--- config.mk ---
export PLATFORM = sky130hd
export DESIGN_NAME = hazard_forward_unit
export DESIGN_NICKNAME = d
export VERILOG_FILES = /design/src/rtl/hazard_forward_unit.sv
export SDC_FILE = /design/constraint.sdc
export NUM_CORES = 1
export LEC_CHECK = 0
export BUFFER_PORTS_ARGS = -buffer_cell sky130_fd_sc_hd__buf_4
export CORE_UTILIZATION = 40
export DETAILED_ROUTE_END_ITERATION = 12
export PLACE_DENSITY = 0.6
export SLEW_MARGIN = 5
export SYNTH_ARGS = -nofsm -noshare
export SYNTH_HDL_FRONTEND = slang
export SYNTH_SLANG_ARGS = --single-unit
--- constraint.sdc ---
create_clock -name clk -period 2.3 [get_ports clk]
set_input_delay 0.46 -clock clk [delete_from_list [all_inputs] [get_ports clk]]
set_output_delay 0.46 -clock clk [all_outputs]
set_load 0.05 [all_outputs]
--- src/rtl/hazard_forward_unit.sv ---
// Hazard detection and EX operand forwarding for a 5-stage pipeline.
// Load-use stalls last LOAD_LAT cycles; forwarding selects are registered into EX.
//
// state | meaning
// RUN   | cnt == 0, stall only on a fresh load-use hit
// STALL | cnt  > 0, remaining load-use stall cycles after the current one
module hazard_forward_unit #(
  parameter int AW       = 5,
  parameter int NUM_SRC  = 2,
  parameter int LOAD_LAT = 1,
  parameter int CNT_W    = 16
) (
  input  logic                   clk,
  input  logic                   reset,
  input  logic                   id_valid,
  input  logic [NUM_SRC*AW-1:0]  id_rs,
  input  logic [NUM_SRC-1:0]     id_rs_used,
  input  logic [AW-1:0]          id_rd,
  input  logic                   id_regwrite,
  input  logic                   id_memread,
  input  logic                   flush,
  output logic                   stall,
  output logic                   ex_bubble,
  output logic [2*NUM_SRC-1:0]   ex_fwd_sel,
  output logic [CNT_W-1:0]       stall_count
);

  localparam int LW = (LOAD_LAT > 1) ? $clog2(LOAD_LAT) : 1;
  localparam logic [LW-1:0] LAT_M1 = LW'(LOAD_LAT - 1);

  logic          ex_v, ex_rw, ex_mr;
  logic          mem_v, mem_rw, mem_mr;
  logic          wb_v, wb_rw, wb_mr;
  logic [AW-1:0] ex_rd, mem_rd, wb_rd;

  logic [NUM_SRC-1:0]   m_ex, m_mem, m_wb;
  logic [2*NUM_SRC-1:0] sel_nxt;
  logic                 load_use_hit, ex_load;
  logic [LW-1:0]        cnt, cnt_nxt;

  // Producer matching, youngest stage wins the select.
  always_comb begin
    m_ex    = '0;
    m_mem   = '0;
    m_wb    = '0;
    sel_nxt = '0;
    for (int k = 0; k < NUM_SRC; k++) begin
      if (id_valid && id_rs_used[k] && (id_rs[k*AW +: AW] != '0)) begin
        m_ex[k]  = ex_v  & ex_rw  & (ex_rd  == id_rs[k*AW +: AW]);
        m_mem[k] = mem_v & mem_rw & (mem_rd == id_rs[k*AW +: AW]);
        m_wb[k]  = wb_v  & wb_rw  & (wb_rd  == id_rs[k*AW +: AW]);
      end
      if (m_ex[k])       sel_nxt[2*k +: 2] = 2'd1;
      else if (m_mem[k]) sel_nxt[2*k +: 2] = 2'd2;
      else if (m_wb[k])  sel_nxt[2*k +: 2] = 2'd3;
      else               sel_nxt[2*k +: 2] = 2'd0;
    end
  end

  assign load_use_hit = (|m_ex) & ex_mr;

  always_ff @(posedge clk or negedge reset) begin
    if (!reset) cnt <= '0;
    else        cnt <= cnt_nxt;
  end

  always_comb begin
    cnt_nxt = cnt;
    if (flush)            cnt_nxt = '0;
    else if (cnt == '0) begin
      if (load_use_hit)   cnt_nxt = LAT_M1;
    end
    else                  cnt_nxt = cnt - LW'(1);
  end

  // Mealy stall: flush kills the ID instruction, so it never stalls.
  always_comb begin
    stall   = ~flush & (load_use_hit | (cnt != '0));
    ex_load = ~(stall | flush | ~id_valid);
  end

  always_ff @(posedge clk or negedge reset) begin
    if (!reset) begin
      ex_v       <= 1'b0;
      ex_rw      <= 1'b0;
      ex_mr      <= 1'b0;
      ex_rd      <= '0;
      mem_v      <= 1'b0;
      mem_rw     <= 1'b0;
      mem_mr     <= 1'b0;
      mem_rd     <= '0;
      wb_v       <= 1'b0;
      wb_rw      <= 1'b0;
      wb_mr      <= 1'b0;
      wb_rd      <= '0;
      ex_bubble  <= 1'b1;
      ex_fwd_sel <= '0;
    end
    else begin
      wb_v       <= mem_v;
      wb_rw      <= mem_rw;
      wb_mr      <= mem_mr;
      wb_rd      <= mem_rd;
      mem_v      <= ex_v;
      mem_rw     <= ex_rw;
      mem_mr     <= ex_mr;
      mem_rd     <= ex_rd;
      ex_v       <= ex_load;
      ex_rw      <= ex_load & id_regwrite;
      ex_mr      <= ex_load & id_memread;
      ex_rd      <= id_rd;
      ex_bubble  <= ~ex_load;
      ex_fwd_sel <= ex_load ? sel_nxt : '0;
    end
  end

  always_ff @(posedge clk or negedge reset) begin
    if (!reset)
      stall_count <= '0;
    else if (stall && (stall_count != '1))
      stall_count <= stall_count + CNT_W'(1);
  end

endmodule

==> results.json <==
{
  "outcome": "complete, no violations",
  "synth_top_family_by_area": "simple AND/OR/NAND/NOR gates",
  "synthFlopType": "dfrtp_1",
  "pwr-share-clk_pct": 35.3,
  "max_stage_delay_ns": 0.42,
  "dp_slack_ns": 0.08698,
  "fp-row-count": 26,
  "htreeDepth": 2,
  "drcViolationCount": 0,
  "synth.cell_area_sq_um": 2113,
  "cts.sinks": 43,
  "p_sw_share_pct": 22.72,
  "multi_input_area_sq_um": 1032,
  "fillers": 464,
  "setup_ws_ns": 0.1070,
  "drtAntennaViolNets": 0,
  "synth_compound_area_share_pct": 4.322,
  "relSlewSlack_pct": 59.43,
  "worstPathCellList": "xnor2_1 > nand4_1 > nor4_2 > nor2_1 > nor2_2 > buf_6",
  "fin_crit_ns": 2.193,
  "die_area_sq_um": 5578,
  "skew_ns": 0.009110,
  "crit_slowest_cell": "dfrtp_1",
  "die_height_um": 74.69,
  "tritoncts": "done",
  "critical-path-top-delay-family": "simple AND/OR/NAND/NOR gates",
  "track_usage_pct": 18.16,
  "synth_edf_count": 0,
  "yosysSeqAreaShare_pct": 50.98,
  "pwr-share-comb_pct": 9.9,
  "dp_hpwl_um": 3372,
  "seq_area_sq_um": 1079,
  "synth-simple-area-share_pct": 23.45,
  "cts_root_buf": "clkbuf_8",
  "io_pins": 45,
  "wl_um": 4579,
  "critPathBufInv": 1,
  "nNetsFinal": 272,
  "clk_path_buf_depth": 2,
  "clk_pin_slew_ns": 0.07,
  "rsz0062_at_grt": "true",
  "yosys.area_share.adder_pct": 0.5921,
  "grt_overflow": 0,
  "fin_setup_tns_ns": 0,
  "synth_cells": 187,
  "powerDensity_nw_per_um2": 531.4,
  "synth-xor-area-share_pct": 17.82,
  "setup_viol": 0,
  "min_path_type": "input pin to async pin",
  "seq_power_share_pct": 54.8,
  "path_class": "flop to primary output",
  "firstDrtPassIters": 4,
  "drt-vias-per-instance": 5.150,
  "clock_latency_ns": 0.29,
  "grt_pass1_vias": 1542,
  "holdBufCountCts": 0,
  "via_count": 1643,
  "fp.coreArea_sq_um": 5107,
  "worst_slew_pin_slew_ns": 0.6030,
  "drv_slew": 0,
  "cp.arrival_ns": 1.73,
  "worst_ep_required_time_ns": 1.84,
  "syn_nets": 211,
  "synthMuxAreaShare_pct": 1.599,
  "synthArstFlopShare_pct": 100.0,
  "start_util_pct": 41.38,
  "worstSetupEndpointType": "primary output",
  "drive_gt1_share_pct": 32.93,
  "grt_max_degree": 44,
  "die_w_um": 74.69,
  "io_buffers": 44,
  "grt_first_pass_wirelength_um": 7472,
  "final_common_cell": "buf_4",
  "ys_ff_latch": 43,
  "cts_buffers": 5,
  "crit_fanout": 3,
  "design_area_sq_um": 2730,
  "internal-power_uw": 1121,
  "wl_per_cell_um": 14.35,
  "ir_drop_uv": 269.1,
  "ys_types": 35,
  "switchingPower_uw": 329.7,
  "antennaDiodeCount": 0,
  "synthToLayoutAreaGrowth_pct": 29.19,
  "syn_area_per_cell_sq_um": 11.30,
  "power_leakage_uw": 0.001221,
  "clock.fmax_mhz": 456.0,
  "crit_path_start_kind": "flop",
  "antenna_found_initial": 0,
  "cap_violations": 0,
  "hold_viol": 0,
  "mostFrequentLayoutCells": "buf_4 (54), dfrtp_1 (41), xnor2_1 (23), xor2_1 (19), nand2_1 (15)",
  "ys_warn_count": 0,
  "drt_iter0_drc": 80,
  "gp_congestion": 0.8127,
  "finalCritPeriodShare_pct": 95.35,
  "place_area_sq_um": 2567
}
==> sequential cells by signal (all words and copies together) (netlist names) <==
register     cells
wb_rd            5
mem_rd           5
ex_mr            1
mem_rw           1
ex_rd            5
ex_rw            1
ex_bubble        1
ex_fwd_sel       4
mem_v            1
ex_v             1
wb_rw            1
wb_v             1
stall_count     16
==> worst paths after layout <==
kind	startpoint	endpoint	slack, ns	cells past startpoint
worst max-delay path	ex_rd[0]	stall	0.11	6
worst min-delay path	reset	wb_rd[3]	0.15	1
worst max register to register	ex_rd[2]	stall_count[5]	0.19	7
worst min register to register	mem_v	wb_v	0.38	0
max in group asynchronous	reset	ex_rd[4]	1.75	1
min in group clk	id_rd[1]	ex_rd[1]	0.28	1
==> final cells by class <==
cell class | instances | area share [%]
timing repair buffer | 55 | 15.26
inverter | 4 | 0.5500
multi-input combinational | 139 | 37.81
clock buffer | 8 | 3.666
sequential | 43 | 39.50
tap | 70 | 3.208
==> layer usage <==
metal,wire length (um),GRT usage (%),vias to the layer above
li1,-,-,787
met1,2256,27.36,796
met2,2001,25.83,49
met3,246,4.284,11
met4,74,5.451,0
met5,0,0,-
==> metrics by stage <==
step | hold slack [ns] | power, uW | instances | utilization (%)
after floorplan | 0.1644 | 869.2 | 187 | -
after global placement | 0.3604 | 946.0 | 306 | 50.27
after detailed placement | 0.3628 | 946.9 | 306 | 50.27
after CTS | 0.1665 | 1463 | 316 | 52.84
after global routing | 0.1722 | 1520 | 319 | 53.45
final | 0.1458 | 1451 | 319 | 53.45
==> cells by family (layout without fill, tap and decap cells) <==
family,after synthesis,after routing
compound gates,10,10
xor+xnor,43,43
fa+ha+maj,1,1
mux,3,3
flops,43,43
buf+inv,5,67
simple gates,82,82
==> power by group through the flow <==
stage               Combinational, uW  Sequential, uW  Clock (uW)
global placement                  136             810           0
detailed placement                136             811           0
finish                            143             796         512
global route                      158             799         563
floorplan                        60.1             809           0
CTS                               139             796         528
==> Yosys cell counts, types with 2 or more instances <==
library cell	instances	share of area (%)
a211o_1	2	0.83
or2_2	2	0.59
nor4_1	8	2.4
dfrtp_1	42	50
nor3_1	7	1.7
mux2_2	2	1.1
nand4_1	14	4.1
nor4b_1	2	0.83
nand2b_1	2	0.59
a21o_1	2	0.71
inv_1	4	0.71
nand3_1	5	1.2
nor2_1	13	2.3
a21oi_1	2	0.47
nor4_2	3	1.8
or4_1	3	1.1
xor2_1	19	7.9
xnor2_1	24	9.9
nand2_1	15	2.7
==> timing repair <==
item                                    4_1_cts  5_1_grt
pin swaps                                     2        5
buffers inserted                              2        3
endpoints found under the setup margin        1        1
resized for setup                             3        2
Power figures use the tool's default switching activity.
